**src/rtl/tpu_pkg.sv**
```systemverilog
// Shared constants and types for the tpu_mac processing element.
// Saturating accumulate is selected with the TPUMAC_SATURATE_EN macro.
package tpu_pkg;

    localparam int unsigned BITS_AB = 8;
    localparam int unsigned BITS_C  = 16;

    typedef logic signed [BITS_AB-1:0] ab_t;
    typedef logic signed [BITS_C-1:0]  c_t;

    // Saturation limits for the default accumulator width
    localparam c_t SAT_MAX_C = {1'b0, {(BITS_C-1){1'b1}}};
    localparam c_t SAT_MIN_C = {1'b1, {(BITS_C-1){1'b0}}};

endpackage

```
**src/rtl/tpu_mac_acc.sv**
```systemverilog
// Combinational signed multiply-add for the MAC accumulator.
// With TPUMAC_SATURATE_EN defined the add clamps on signed overflow,
// otherwise it wraps modulo 2^BITS_C.
module tpu_mac_acc #(
    parameter int unsigned BITS_AB = tpu_pkg::BITS_AB,
    parameter int unsigned BITS_C  = tpu_pkg::BITS_C
) (
    input  logic signed [BITS_AB-1:0] a_i,
    input  logic signed [BITS_AB-1:0] b_i,
    input  logic signed [BITS_C-1:0]  acc_i,
    output logic signed [BITS_C-1:0]  sum_c
);
    import tpu_pkg::*;

    localparam int unsigned PW = 2 * BITS_AB;

    logic signed [PW-1:0]     prod;
    logic signed [BITS_C-1:0] prod_ext;
    logic signed [BITS_C-1:0] raw_sum;

    // Full-width signed product, resized (sign-extend or truncate) and added
    always_comb begin
        prod     = PW'(a_i) * PW'(b_i);
        prod_ext = BITS_C'(prod);
        raw_sum  = acc_i + prod_ext;
    end

`ifdef TPUMAC_SATURATE_EN
    localparam logic signed [BITS_C-1:0] SAT_MAX = {1'b0, {(BITS_C-1){1'b1}}};
    localparam logic signed [BITS_C-1:0] SAT_MIN = {1'b1, {(BITS_C-1){1'b0}}};

    logic ovf;

    // Overflow only when both addends share a sign the result does not
    always_comb begin
        ovf = (acc_i[BITS_C-1] == prod_ext[BITS_C-1]) &&
              (raw_sum[BITS_C-1] != acc_i[BITS_C-1]);
        if (ovf) begin
            sum_c = acc_i[BITS_C-1] ? SAT_MIN : SAT_MAX;
        end else begin
            sum_c = raw_sum;
        end
    end
`else
    // Two's complement wrap
    always_comb begin
        sum_c = raw_sum;
    end
`endif

endmodule

```
**src/rtl/tpu_mac.sv**
```systemverilog
// Systolic-array MAC processing element: forwards A east and B south
// through registers and accumulates A*B into a local C register that can
// be loaded from Cin. Optional saturation: define TPUMAC_SATURATE_EN.
module tpu_mac #(
    parameter int unsigned BITS_AB = tpu_pkg::BITS_AB,
    parameter int unsigned BITS_C  = tpu_pkg::BITS_C
) (
    input  logic                      clk,
    input  logic                      rst,
    input  logic                      en,
    input  logic                      WrEn,
    input  logic signed [BITS_AB-1:0] Ain,
    input  logic signed [BITS_AB-1:0] Bin,
    input  logic signed [BITS_C-1:0]  Cin,
    output logic signed [BITS_AB-1:0] Aout,
    output logic signed [BITS_AB-1:0] Bout,
    output logic signed [BITS_C-1:0]  Cout
);
    import tpu_pkg::*;

    logic signed [BITS_AB-1:0] a_q, a_d;
    logic signed [BITS_AB-1:0] b_q, b_d;
    logic signed [BITS_C-1:0]  c_q, c_d;
    logic signed [BITS_C-1:0]  acc_sum_c;

    tpu_mac_acc #(
        .BITS_AB (BITS_AB),
        .BITS_C  (BITS_C)
    ) u_acc (
        .a_i   (Ain),
        .b_i   (Bin),
        .acc_i (c_q),
        .sum_c (acc_sum_c)
    );

    // Next-state: load beats accumulate; forwarding follows en only
    always_comb begin
        a_d = a_q;
        b_d = b_q;
        c_d = c_q;
        if (en) begin
            a_d = Ain;
            b_d = Bin;
        end
        if (WrEn) begin
            c_d = Cin;
        end else if (en) begin
            c_d = acc_sum_c;
        end
    end

    // State registers with asynchronous clear
    always_ff @(posedge clk or posedge rst) begin
        if (rst) begin
            a_q <= '0;
            b_q <= '0;
            c_q <= '0;
        end else begin
            a_q <= a_d;
            b_q <= b_d;
            c_q <= c_d;
        end
    end

    assign Aout = a_q;
    assign Bout = b_q;
    assign Cout = c_q;

endmodule

```
**config.mk**
```make
export PLATFORM = sky130hd
export DESIGN_NAME = tpu_mac
export DESIGN_NICKNAME = d
export VERILOG_FILES = /design/src/rtl/tpu_pkg.sv /design/src/rtl/tpu_mac_acc.sv /design/src/rtl/tpu_mac.sv
export SDC_FILE = /design/constraint.sdc
export NUM_CORES = 1
export LEC_CHECK = 0
export ABC_AREA = 1
export BUFFER_PORTS_ARGS = -buffer_cell sky130_fd_sc_hd__buf_2
export CORE_MARGIN = 4
export CORE_UTILIZATION = 45
export CTS_CLUSTER_DIAMETER = 150
export DETAILED_ROUTE_END_ITERATION = 16
export MAX_ROUTING_LAYER = met4
export PLACE_DENSITY = 0.68
export SLEW_MARGIN = 20
export SYNTH_ARGS = -nofsm -noshare
export SYNTH_HDL_FRONTEND = slang
export SYNTH_SLANG_ARGS = --single-unit
```
**constraint.sdc**
```tcl
create_clock -name clk -period 4.2 [get_ports clk]
set_input_delay 0.21 -clock clk [delete_from_list [all_inputs] [get_ports clk]]
set_output_delay 0.21 -clock clk [all_outputs]
set_load 0.02 [all_outputs]
```
==> results of run 1 <==
-- path summary, 6_finish.rpt --
check | start | end | slack [ns] | cells past startpoint
setup / recovery | Cout[6]$_DFFE_PP0P_ | Cout[10]$_DFFE_PP0P_ | 0.11 | 16
hold / removal | rst | Aout[3]$_DFFE_PP0P_ | 0.01 | 3
setup reg to reg | Cout[6]$_DFFE_PP0P_ | Cout[10]$_DFFE_PP0P_ | 0.11 | 16
hold reg to reg | Aout[4]$_DFFE_PP0P_ | Aout[4]$_DFFE_PP0P_ | 0.47 | 2
max in group asynchronous | rst | Cout[13]$_DFFE_PP0P_ | 3.84 | 3
min in group clk | Cin[9] | Cout[9]$_DFFE_PP0P_ | 0.13 | 3
-- metrics by stage --
| step | cell area, µm² | util | hold WS (ns) |
|---|---|---|---|
| after detailed placement | 5230 | 0.555 | 0.339 |
| final | 5520 | 0.586 | 0.0108 |
| after global routing | 5520 | 0.586 | 0.0484 |
| after floorplan | 4440 | - | 0.326 |
| after CTS | 5360 | 0.569 | 0.0332 |
| after global placement | 5230 | 0.555 | 0.320 |
-- kinds of logic after synthesis --
group | after synthesis | share of synthesized area
AO/OA/AOI/OAI | 32 | 0.0471
XOR/XNOR | 9 | 0.0178
buffers and inverters | 151 | 0.133
flip-flops | 32 | 0.180
adder cells (fa/ha/maj) | 108 | 0.425
AND/OR/NAND/NOR | 212 | 0.197
-- layer usage --
metal | routed length (µm) | track usage | up-vias
met5 | 0 | - | -
met4 | 295 | 0.0603 | 0
met3 | 339 | 0.0258 | 23
met2 | 5190 | 0.334 | 77
met1 | 4920 | 0.284 | 1730
li1 | - | - | 1828
-- state kept, by name, summed over array words and instances, names as in the netlist --
signal / flops
Aout: 8
Bout: 8
Cout: 16
-- area by class of cell --
| cell class | instances | area, µm² |
|---|---|---|
| Fill cell | 875 | 3900 |
| Tap cell | 129 | 161 |
| Timing Repair Buffer | 127 | 786 |
| Inverter | 129 | 490 |
| Clock buffer | 8 | 100 |
| Multi-Input combinational cell | 361 | 3180 |
| Sequential cell | 32 | 805 |
-- worst min-delay path, cell delays in order --
cell and delay, ns:
buf_2 0.09, inv_1 0.04, buf_4 0.38
-- cell usage in the layout, fill, tap and decap left out, types with 5 or more instances in the layout --
master,Yosys,layout
a21oi_1,8,5
a22oi_1,9,9
buf_2,3,67
buf_4,0,60
clkbuf_8,2,7
dfrtp_1,32,29
fa_1,71,67
ha_1,37,31
ha_4,0,6
inv_1,126,122
nand2_1,171,170
nand3_1,21,20
nor2_1,8,6
xor2_1,6,6
-- repair_timing --
item / 4_1_cts / 5_1_grt
endpoints found under the hold margin: 0 / 0
gates resized for setup: 5 / 23
pin swaps: 1 / 17
setup buffers: 0 / 7
setup endpoints to repair: 6 / 8
==> results_dict.tcl, run 1 <==
set metrics [dict create \
    status "finished, final reports clean" \
    max_freq_ghz 0.245 \
    hold_buffers 0 \
    syn_area_mm2 0.00444 \
    finClkSkew_ns 0.00497 \
    cts_sinks 32 \
    die_h_um 107 \
    drt_iter0_markers 113 \
    io_buffers 67 \
    cts_root_buffer "clkbuf_8" \
    dieArea_mm2 0.0115 \
    gp_congestion 0.924 \
    synth_commonest_cells "nand2_1, inv_1, fa_1" \
    row_count 35 \
    drt_first_pass_iters 6 \
    num_vias 3658 \
    wl_um 10700 \
    drv_cap 0 \
    drive_gt1_frac 0.260 \
    syn_inst 544 \
    finalSetupTns_ns 0 \
    diodes 0 \
    grt_antenna_before_repair 0 \
    synth_edf_count 0 \
    ys.flop_type "dfrtp_1" \
    setup_ws_ns 0.112 \
    ys_seq_elements 32 \
    avgSynthCellArea_um2 8.16 \
    required_ns 4.37 \
    instances_no_fill 786 \
    crit_arrival_ns 4.26 \
    cpMostUsedCell "fa_1" \
    grt_pass1_wl_um 18700 \
    yosysMostFrequentCell "nand2_1" \
    viasPerCell 4.65 \
    wire_per_inst_um 13.7 \
    dp_hpwl_um 9230 \
    first_global_vias 3852 \
    grt_max_degree 33 \
    htreeDepth 2 \
    dieWidth_um 107 \
    numCtsBuffers 5 \
    critical_path.slowest_cell "fa_1" \
    cts_max_path_buffers 2 \
    ys_types 32 \
    finalHoldViolations 0 \
    synth_area_leader_cell "fa_1" \
    nets 800 \
    place_ws_ns -0.243 \
    worst_pin_slew_ns 0.449 \
    setup_viol_count_final 0 \
    yosysWarnings 0 \
    synthToLayoutAreaGrowth_pct 24.4 \
    cpPeakStageDelay_ns 0.53 \
    clock_latency_ns 0.29 \
    start_kind "flip-flop" \
    finalCritPeriodShare 0.973 \
    critical_path.top_delay_family "adder cells" \
    timing.slew.headroom 0.701 \
    layout_min_cycle_time_ns 4.09 \
    yosysTopAreaCellShare 0.320 \
    ys_seq_area_frac 0.180 \
    slew_viol_final 0 \
    synthArstFlopShare 1.00 \
    clk_pin_slew_worst_paths_ns 0.08 \
    initial_utilization 0.471 \
    coreArea_mm2 0.00942 \
    grt_overflow 0 \
    crit_chain "inv_2 -> fa_1 -> inv_1 -> fa_1 -> inv_2 -> fa_2 -> inv_1 -> fa_2 -> fa_1 -> ha_4 -> nand2_1 -> a21oi_1 -> or2_1 -> a21oi_2 -> xor2_1 -> o21ai_1" \
    crit_type "reg2reg" \
    hp-class "in2async" \
    grt.total_usage 0.210 \
    rsz0062_at_grt "true" \
    numPlacedInstances 771 \
    tritoncts "yes" \
    cp_max_fo 5 \
    worst-path-buf-inv 4 \
    drc 0 \
    netlist_top_cells_area "fa_1, dfrtp_1, nand2_1" \
    end_kind "flip-flop" \
    antenna_left 0 \
    synth_fp_nets 688 \
    ios 68 \
]
Power of run 1 is not shown: default switching activity piles up to over one toggle a cycle in this logic, so the estimate is an artifact.
==> run 2, diff against run 1 <==
CTS_BUF_LIST = sky130_fd_sc_hd__clkbuf_4   (was default)
==> run 2 against run 1 <==
  * Clock skew up 0.0012 ns
  * Sequential share of layout area is 0.063 points higher
  * Routed wire length grew 0.22%
  * Die area unchanged
  * Register-to-register slack improved by 0.02 ns
==> results_dict.tcl, run 2 (same netlist as run 1, synthesis figures left out) <==
set metrics [dict create \
    slew_viol_final 0 \
    drc 0 \
    setup_viol_count_final 0 \
    timing.reg2reg.setup_slack_ns 0.13 \
    finalCritPeriodShare 0.969 \
    drv_cap 0 \
    drive_gt1_frac 0.263 \
    die_h_um 107 \
    viasPerCell 4.67 \
    cts_sinks 32 \
    finClkSkew_ns 0.00619 \
    final_common_cell "nand2_1" \
    cts_root_buffer "clkbuf_4" \
    grt.total_usage 0.209 \
    clock_latency_ns 0.34 \
    ff2ff_path_depth 16 \
    coreArea_mm2 0.00942 \
    start_kind "flip-flop" \
    layout_min_cycle_time_ns 4.07 \
    grt_overflow 0 \
    dieArea_mm2 0.0115 \
    max_freq_ghz 0.246 \
    synthToLayoutAreaGrowth_pct 23.9 \
    num_vias 3674 \
    timing.slew.headroom 0.705 \
    cp_max_fo 5 \
    grt_antenna_before_repair 0 \
    cts_max_path_buffers 2 \
    final_cell_mix "nand2_1, inv_1, fa_1" \
    dieWidth_um 107 \
    gp_congestion 0.924 \
    htreeDepth 2 \
    grt_max_degree 33 \
    end_kind "flip-flop" \
    wl_um 10800 \
    rsz0062_at_grt "true" \
    wire_per_inst_um 13.7 \
    io_buffers 67 \
    diodes 0 \
    required_ns 4.43 \
    crit_arrival_ns 4.30 \
    dp_hpwl_um 9230 \
    final.fill_count 888 \
    status "finished, final reports clean" \
    clk_pin_slew_worst_paths_ns 0.12 \
    largest_register_ffs 16 \
    tritoncts "yes" \
    nets 801 \
    numCtsBuffers 5 \
    grt_pass1_wl_um 18700 \
    initial_utilization 0.471 \
    row_count 35 \
    finalSetupTns_ns 0 \
    drt_first_pass_iters 4 \
    crit_type "reg2reg" \
    worst_pin_slew_ns 0.443 \
    first_global_vias 3830 \
    finalHoldViolations 0 \
    ios 68 \
    hp-class "in2reg" \
    drt_iter0_markers 101 \
    antenna_left 0 \
    hold_path_depth 3 \
]
[run 2: cell types whose count changed in the layout (fill, tap and decap cells not counted), moves of 2 or more]
cell      delta
clkinv_1     +2
nand3_1      -2
nand3_2      +2
clkbuf_8     -7
clkbuf_4     +6
[run 2: stage by stage]
stage / worst slack (ns) / cell area (µm²) / util / hold WS [ns] / std cells
6_report: 0.130 / 5500 / 0.584 / 0.0782 / 787
5_1_grt: -0.0210 / 5500 / 0.584 / 0.0758 / 787
4_1_cts: 0.00290 / 5320 / 0.565 / 0.0646 / 780
3_5_place_dp: -0.243 / 5230 / 0.555 / 0.339 / 771
3_3_place_gp: -0.212 / 5230 / 0.555 / 0.320 / 771
2_1_floorplan: 0.00356 / 4440 / - / 0.326 / 544
[run 2: path summary, 6_finish.rpt]
| path | to | startpoint |
|---|---|---|
| max in group asynchronous | Cout[13]$_DFFE_PP0P_ | rst |
| min in group asynchronous | Aout[3]$_DFFE_PP0P_ | rst |
| worst min register to register | Bout[2]$_DFFE_PP0P_ | Bout[2]$_DFFE_PP0P_ |
| worst max register to register | Cout[10]$_DFFE_PP0P_ | Cout[6]$_DFFE_PP0P_ |
| worst min-delay path | Cout[9]$_DFFE_PP0P_ | Cin[9] |
| worst max-delay path | Cout[10]$_DFFE_PP0P_ | Cout[6]$_DFFE_PP0P_ |
[run 2: layer usage]
metal / track usage / vias to the layer above / wire [µm]
li1: - / 1829 / -
met1: 0.287 / 1742 / 4950
met2: 0.335 / 81 / 5210
met3: 0.0228 / 22 / 353
met4: 0.0548 / 0 / 252
met5: - / - / 0
[run 2: timing repair]
item                                    4_1_cts  5_1_grt
buffers inserted                              0        7
resized for setup                             5       26
pin swaps                                     1       17
hold buffers                                  1        0
hold endpoints to repair                     32        0
endpoints found under the setup margin        6        8
[run 2: cell type report]
class	count	area (µm²)	area share
clock buffer	6	45.0	0.00820
clock inverter	2	7.51	0.00137
inverter	129	490	0.0893
multi-input combinational	361	3190	0.581
sequential	32	805	0.146
tap	129	161	0.0294
timing repair buffer	128	796	0.145
[run 2: worst max-delay path, cell delays in order (launching register included)]
cell and delay, ns:
dfrtp_2 0.38, inv_1 0.05, fa_1 0.49, inv_2 0.04, fa_1 0.50, inv_2 0.04, fa_2 0.52, inv_1 0.05
fa_2 0.34, fa_1 0.53, ha_4 0.23, nand2_2 0.09, a21oi_2 0.06, or2_1 0.26, a21oi_2 0.14, xor2_1 0.16
o21ai_1 0.07
Power of run 2 is left out for the same reason.
